File: config.mk
export PLATFORM = sky130hd
export DESIGN_NAME = general_fifo_rd_prefetch
export DESIGN_NICKNAME = d
export VERILOG_FILES = /design/src/rtl/general_fifo_rd_prefetch.sv
export SDC_FILE = /design/constraint.sdc
export NUM_CORES = 1
export LEC_CHECK = 0
export ABC_AREA = 1
export BUFFER_PORTS_ARGS = -buffer_cell sky130_fd_sc_hd__buf_2
export CORE_ASPECT_RATIO = 1.1
export CORE_MARGIN = 1
export CORE_UTILIZATION = 60
export CTS_CLUSTER_SIZE = 20
export DETAILED_ROUTE_END_ITERATION = 10
export PLACE_DENSITY = 0.83
export SYNTH_ARGS = -nofsm -noshare
export SYNTH_HDL_FRONTEND = slang
export SYNTH_SLANG_ARGS = --single-unit
File: constraint.sdc
create_clock -name clk -period 5.7 [get_ports clk]
set_input_delay 0.285 -clock clk [delete_from_list [all_inputs] [get_ports clk]]
set_output_delay 0.285 -clock clk [all_outputs]
set_load 0.005 [all_outputs]
File: src/rtl/general_fifo_rd_prefetch.sv
// Read-side prefetch: issues RAM-latency FIFO reads ahead of demand and presents a FWFT valid/ready stream.
// Latency: out_valid rises RD_LAT+2 cycles after fifo_rd_empty falls with the buffer empty.
// Backpressure: credit-limited reads (level + in-flight + issue <= BUF_DEPTH); out_ready never reaches the RAM combinationally.
module general_fifo_rd_prefetch #(
    parameter int DAT_WIDTH = 20,
    parameter int RD_LAT    = 1,
    parameter int BUF_DEPTH = 3,
    parameter int LVL_W     = 2
) (
    input  logic                 clk,
    input  logic                 reset_n,
    input  logic                 flush,
    input  logic                 fifo_rd_empty,
    output logic                 fifo_rd_op,
    input  logic [DAT_WIDTH-1:0] fifo_rd_data,
    output logic                 out_valid,
    output logic [DAT_WIDTH-1:0] out_data,
    input  logic                 out_ready,
    output logic [LVL_W-1:0]     buf_level,
    output logic                 ovf_err
);

    localparam int PTR_W = $clog2(BUF_DEPTH);
    localparam int SUM_W = LVL_W + 2;

    logic [DAT_WIDTH-1:0] mem_q [BUF_DEPTH];
    logic [PTR_W-1:0]     wr_ptr_q, rd_ptr_q;
    logic [LVL_W-1:0]     level_q;
    logic [RD_LAT-1:0]    pipe_q, pipe_nxt;
    logic                 rd_op_q, rd_op_d;
    logic                 ovf_q;

    logic                 ret, push, pop, full, drop;
    logic [SUM_W-1:0]     lvl_nxt, infl_nxt;

    assign ret        = pipe_q[RD_LAT-1];
    assign full       = (level_q == LVL_W'(BUF_DEPTH));
    assign pop        = (level_q != '0) && out_ready;
    assign push       = ret && !flush && !full;
    assign drop       = ret && !flush && full;
    // The registered strobe is re-qualified by the live empty flag so a read
    // decided one cycle early can never underflow the FIFO.
    assign fifo_rd_op = rd_op_q && !fifo_rd_empty && !flush;

    assign out_valid  = (level_q != '0);
    assign out_data   = mem_q[rd_ptr_q];
    assign buf_level  = level_q;
    assign ovf_err    = ovf_q;

    always_comb begin
        pipe_nxt    = '0;
        pipe_nxt[0] = fifo_rd_op;
        for (int i = 1; i < RD_LAT; i++) begin
            pipe_nxt[i] = pipe_q[i-1];
        end
        infl_nxt = '0;
        for (int i = 0; i < RD_LAT; i++) begin
            infl_nxt = infl_nxt + SUM_W'(pipe_nxt[i]);
        end
        lvl_nxt = SUM_W'(level_q) + SUM_W'(push) - SUM_W'(pop);
        // Credit is judged on next-cycle occupancy; pop only feeds a register here.
        rd_op_d = !fifo_rd_empty && !flush && ((lvl_nxt + infl_nxt) < SUM_W'(BUF_DEPTH));
    end

    always_ff @(posedge clk or negedge reset_n) begin
        if (!reset_n) begin
            rd_op_q  <= 1'b0;
            pipe_q   <= '0;
            level_q  <= '0;
            wr_ptr_q <= '0;
            rd_ptr_q <= '0;
            ovf_q    <= 1'b0;
            for (int i = 0; i < BUF_DEPTH; i++) begin
                mem_q[i] <= '0;
            end
        end else begin
            rd_op_q <= rd_op_d;
            ovf_q   <= ovf_q | drop;
            if (flush) begin
                pipe_q   <= '0;
                level_q  <= '0;
                wr_ptr_q <= '0;
                rd_ptr_q <= '0;
            end else begin
                pipe_q  <= pipe_nxt;
                level_q <= lvl_nxt[LVL_W-1:0];
                if (push) begin
                    mem_q[wr_ptr_q] <= fifo_rd_data;
                    wr_ptr_q <= (wr_ptr_q == PTR_W'(BUF_DEPTH-1)) ? '0 : wr_ptr_q + PTR_W'(1);
                end
                if (pop) begin
                    rd_ptr_q <= (rd_ptr_q == PTR_W'(BUF_DEPTH-1)) ? '0 : rd_ptr_q + PTR_W'(1);
                end
            end
        end
    end

endmodule

**After elaboration in Yosys (flattened, before gate mapping)**

Cells that the tools add are included.
Widths: inputs -> output; s select.

- Add/sub/neg operators: 5
- Order comparisons: 4
- Equality and inequality tests: 3
- Multiplexer cells: 14
- Bitwise operators: 4
- Reductions and logical operators: 16

Operator list:

| kind | number |
|---|---|
| $bwmux 60 | 1 |
| $mux 20 | 3 |
| $bmux 20 s2 | 1 |
| $demux 20 s2 | 1 |
| $mux 2 | 7 |
| $logic_and 1x1->1 | 9 |
| $eq 2x2->1 const B | 3 |
| $ge 3x3->1 const B | 2 |
| $not 2->3 | 2 |
| $reduce_bool 2->1 | 3 |
| $add 2x1->2 const B | 2 |
| $add 4x1->4 | 1 |
| $lt 4x2->1 const B | 1 |
| $sub 3x1->4 | 1 |
| $add 2x1->3 | 1 |
| $logic_not 1->1 | 3 |
| $lt 3x1->1 const B | 1 |
| $reduce_and 2->1 | 1 |
| $mux 1 | 1 |
| $not 1->1 | 1 |
| $or 1x1->1 | 1 |

- Bits in registers: 69
- Input port bits: 25
- Output and inout port bits: 25

**Logic depth before layout (Yosys ltp)**

- Word-level depth: 8
- Depth in mapped cells: 15

**Worst setup path before layout**

OpenSTA, ideal clock, no wires.

- Path kind: flip-flop to flip-flop
- Start: register level_q[1], in the netlist buf_level[1]
- End: register rd_op_q
- Arrival time: 2.553 ns
- Slack: 3.069 ns
- Stages on the path, launching flop included: 16
- Path buffers: 0
- Period minus slack after synthesis: 2.631 ns
- Cells stage by stage: dfrtp_1 -> or2_2 -> nand2_1 -> inv_1 -> ha_1 -> inv_1 -> ha_1 -> inv_1 -> fa_1 -> inv_1 -> ha_1 -> nand2_1 -> nand2_1 -> inv_1 -> nand3_1 -> a21oi_1

- Elaborated cells on any way between the ends: 10
- Those cells by class: 3 x add/sub; 1 x order compare; 1 x eq/ne; 5 x reduce/logical

RTL lines:

| item | RTL line | RTL |
|---|---|---|
| start, declared | 28 | `logic [LVL_W-1:0] level_q;` |
| start signal, assigned | 86 | `level_q <= lvl_nxt[LVL_W-1:0];` |
| $reduce_bool 2->1 | n/a |  |
| named net out_valid | 16 | `output logic out_valid,` |
| $logic_and 1x1->1 | 38 | `assign pop = (level_q != '0) && out_ready;` |
| $sub 3x1->4 | 60 | `lvl_nxt = SUM_W'(level_q) + SUM_W'(push) - SUM_W'(pop);` |
| $add 4x1->4 | 62 | `rd_op_d = !fifo_rd_empty && !flush && ((lvl_nxt + infl_nxt) < SUM_W'(BUF_DEPTH));` |
| $lt 4x2->1 | 62 |  |
| $logic_and 1x1->1 | 62 |  |
| named net rd_op_d | 30 | `logic rd_op_q, rd_op_d;` |
| end signal, assigned | 77 | `rd_op_q <= rd_op_d;` |
| end, declared | 30 |  |

The timed path passes the listed nets, and every way through them passes these cells.
A chain may end at the register's enable or synchronous reset.

**Final worst setup path**

- Start: register level_q[1], in the netlist buf_level[1]
- End: register rd_op_q

- Cells in the longest elaborated chain, start to end: 8
- Elaborated cells on any way between the ends: 10
- Those cells by class: 3 x add/sub; 1 x order compare; 1 x eq/ne; 5 x reduce/logical

Ends and longest elaborated chain:

| item | RTL line | RTL |
|---|---|---|
| $eq 2x2->1 | 37 | `assign full = (level_q == LVL_W'(BUF_DEPTH));` |
| $logic_not 1->1 | 39 | `assign push = ret && !flush && !full;` |
| $logic_and 1x1->1 | 39 |  |
| $add 2x1->3 | 60 |  |
| $sub 3x1->4 (*) | 60 |  |
| $add 4x1->4 (*) | 62 |  |
| $lt 4x2->1 (*) | 62 |  |
| $logic_and 1x1->1 (*) | 62 |  |
| named net rd_op_d | 30 |  |

Mark *: on every way through the listed nets, which the timed path passes. The rest lies on a longest branch.

==> results.md <==
| Quantity | Value | Unit |
| --- | --- | --- |
| Total standard cell area after synthesis | 3400 | sq um |
| Post-CTS sizing | 0 | - |
| Number of design rule violations left after detail routing | 0 | - |
| Fraction of power consumed by combinational cells | 28.1 | % |
| Leading cell types by total area after synthesis | dfrtp_1 51%, nand2_1 21%, nand3_1 13% | - |
| Required time reported for the critical path endpoint | 5970 | ps |
| Reg-to-Reg Start | buf_level[1] | - |
| Wire length of the first global-routing pass | 12,800 | um |
| Number of search-and-repair iterations in the first detailed-routing pass | 7 | - |
| Detailed placer's ending HPWL | 4570 | um |
| Detailed Route WL | 7880 | um |
| Synth async-reset ratio | 100 | % |
| Final Hold Viols | 0 | - |
| Num CTS Buffers | 9 | - |
| Library cells used by synthesis | 22 | - |
| Leading area contributor after synthesis | dfrtp_1 | - |
| Class of the tightest hold or removal check | in2async | - |
| Num ports | 50 | - |
| Number of synthesized flops with an enable pin | 0 | - |
| CORE AREA | 5430 | sq um |
| Net switching power | 505 | uW |
| Die Width | 73.8 | um |
| Clock tree from TritonCTS | built | - |
| Power share of the clock group | 30.9 | % |
| Post-synth top cells | 189 x nand2_1, 86 x nand3_1, 69 x dfrtp_1, 16 x inv_1, 10 x buf_6 | - |
| Post-route cell area | 3830 | sq um |
| # clock sinks | 69 | - |
| Root buf cell | clkbuf_8 | - |
| Post-route clock period utilization | 49.7 | % |
| Via count | 2,944 | - |
| Slew at the pin closest to its max-slew limit | 1070 | ps |
| Iteration-0 DRC count of the detailed router | 294 | - |
| Height of the chip | 81.0 | um |
| # port buffers | 49 | - |
| Maxcap violations | 0 | - |
| Most frequently used cell type in the post-synthesis netlist | nand2_1 | - |
| Final-report setup violation count | 0 | - |
| Die Area | 5970 | sq um |
| Placer congestion estimate | 0.792 | - |
| CP Max Fanout | 8 | - |
| Static leakage power | 2.17 | nW |
| R2R depth | 15 | - |
| # H-tree levels | 3 | - |
| Vias in the first global route | 2,787 | - |
| Power per standard cell area | 406 | nW/um^2 |
| Setup WS post-layout | 2870 | ps |
| Cell area reported after detailed placement | 3590 | sq um |
| Worst Setup Path Type | reg2reg | - |
| Sequential cell area fraction in the yosys report | 50.8 | % |
| Antenna violations before repair | 0 | - |
| Count of yosys warnings during synthesis | 0 | - |
| Nature of the critical path endpoint | flip-flop | - |
| Status | finished, final reports clean | - |
| Dominant register cell in the synthesized netlist | dfrtp_1 | - |
| Total nets after synthesis | 453 | - |
| Post-route minimum period | 2830 | ps |
| Average via count per standard cell | 5.45 | - |
| Total GRT Usage | 29.0 | % |
| Max transition margin | 28.5 | % |
| Pre-CTS setup slack | 2880 | ps |
| Net switching fraction of the power | 32.5 | % |
| P_int | 1.05 | mW |
| Detail Route Antenna Nets | 0 | - |
| Gate count after technology mapping | 421 | - |
| Fraction of final layout cells with drive strength greater than 1 | 18.1 | % |
| Clk Latency, worst-skew pair | 360 | ps |
| CTS Hold Buffers Added | 0 | - |
| Element type at the critical path start | flip-flop | - |
| Synthesized area divided by synthesized cell count | 8.08 | sq um |
| Slew Limit Fails | 0 | - |
| Max Clk Rate | 353 | MHz |
| Area share of the largest cell type after synthesis | 50.8 | % |
| Placed insts | 525 | - |
| Layout area overhead | 12.5 | % |
| Post-route setup TNS | 0 | ps |
| RSZ-0062 raised after global routing | false | - |
| Fin Clk Skew | 7.62 | ps |
| Number of rows in the core area | 28 | - |
| Flip-flop and latch count after synthesis | 69 | - |
| IR drop worst, VDD | 0.000262 | V |
| Arrival time at the worst endpoint | 3100 | ps |
| Ant diodes | 0 | - |
| Endpoint of the lowest-slack register-to-register path | rd_op_q | - |
| Setup bufs post-CTS | 0 | - |
| Final routed wire length divided by cell count | 14.6 | um |
| Worst reg2reg setup slack | 2870 | ps |
| Pin count of the biggest net entering global routing | 70 | - |
| Final Non-Filler Cells | 540 | - |
| Max Buffers Root-to-Sink | 2 | - |
| Nets@finish | 493 | - |
| Starting utilization of the core area | 62.6 | % |
| Power share of the sequential group | 41.0 | % |
| Grt ovf | 0 | - |
| Clock transition at the register clock pins on the worst setup and hold paths after CTS | 70 | ps |
| Worst Hold Slack | 125 | ps |
-- how the worst max path moves through the flow --
stage | from | cells after the start | slack, ps | to
after floorplan | buf_level[1] | 15 | 3070 | rd_op_q
after global placement | buf_level[1] | 15 | 3020 | rd_op_q
after detailed placement | buf_level[1] | 15 | 2880 | rd_op_q
after CTS | buf_level[1] | 15 | 2880 | rd_op_q
after global routing | buf_level[1] | 15 | 2700 | rd_op_q
final | buf_level[1] | 15 | 2870 | rd_op_q
-- metrics by stage --
| stage | util, % | total power [mW] |
|---|---|---|
| finish | 70.5 | 1.55 |
| global route | 70.5 | 1.64 |
| CTS | 70.5 | 1.56 |
| detailed placement | 66.1 | 1.08 |
| global placement | 66.1 | 1.06 |
| floorplan | - | 0.901 |
-- worst max-delay path, cell delays in order (launching register included) --
cell and delay [ps]:
dfrtp_1 470, or2_2 340, nand2_1 80, inv_1 70, ha_1 290, inv_1 50, ha_1 140, inv_1 50
fa_1 530, inv_1 80, ha_1 290, nand2_1 60, nand2_1 50, inv_1 50, nand3_1 60, a21oi_1 140
-- logic make-up after synthesis --
family / after synthesis / share of synthesized area (%)
buf+inv: 41 / 7.47
simple gates: 298 / 38.0
fa+ha+maj: 7 / 2.80
flops: 69 / 50.8
compound gates: 6 / 0.993
-- state kept, by name, summed over array words and instances, names as in the netlist --
name,flops
buf_level,2
mem_q,60
ovf_err,1
pipe_q,1
rd_op_q,1
rd_ptr_q,2
wr_ptr_q,2
-- routing by layer --
| metal | part of all wire, % | wire length, um | track usage, % |
|---|---|---|---|
| met5 | 0 | 0 | 0 |
| met4 | 1.7 | 136 | 14.6 |
| met3 | 5.9 | 464 | 5.09 |
| met1 | 42 | 3340 | 36.6 |
| met2 | 50 | 3930 | 47.9 |
-- power by group through the flow --
stage / clock network [mW] / registers, mW / logic [mW]
after global routing: 0.502 / 0.647 / 0.492
after CTS: 0.482 / 0.636 / 0.437
final: 0.481 / 0.636 / 0.436
after global placement: 0 / 0.640 / 0.420
after floorplan: 0 / 0.632 / 0.269
after detailed placement: 0 / 0.644 / 0.432
-- final cells by class --
type | instances | area [sq um]
Multi-Input combinational cell | 311 | 1420
Tap cell | 75 | 93.8
Timing Repair Buffer | 53 | 275
Inverter | 17 | 71.3
Sequential cell | 69 | 1730
Fill cell | 445 | 1600
Clock buffer | 9 | 124
Clock inverter | 6 | 113
-- placed cells by master (no fill, tap or decap), types with 5 or more instances in the layout --
cell      count
inv_1        16
nor2_1        7
nand2_1     189
buf_2        49
clkbuf_8      9
dfrtp_1      69
nand3_1      86
nand2_2       5
ha_1          6
No activity file was read; power rests on OpenSTA's default activity.
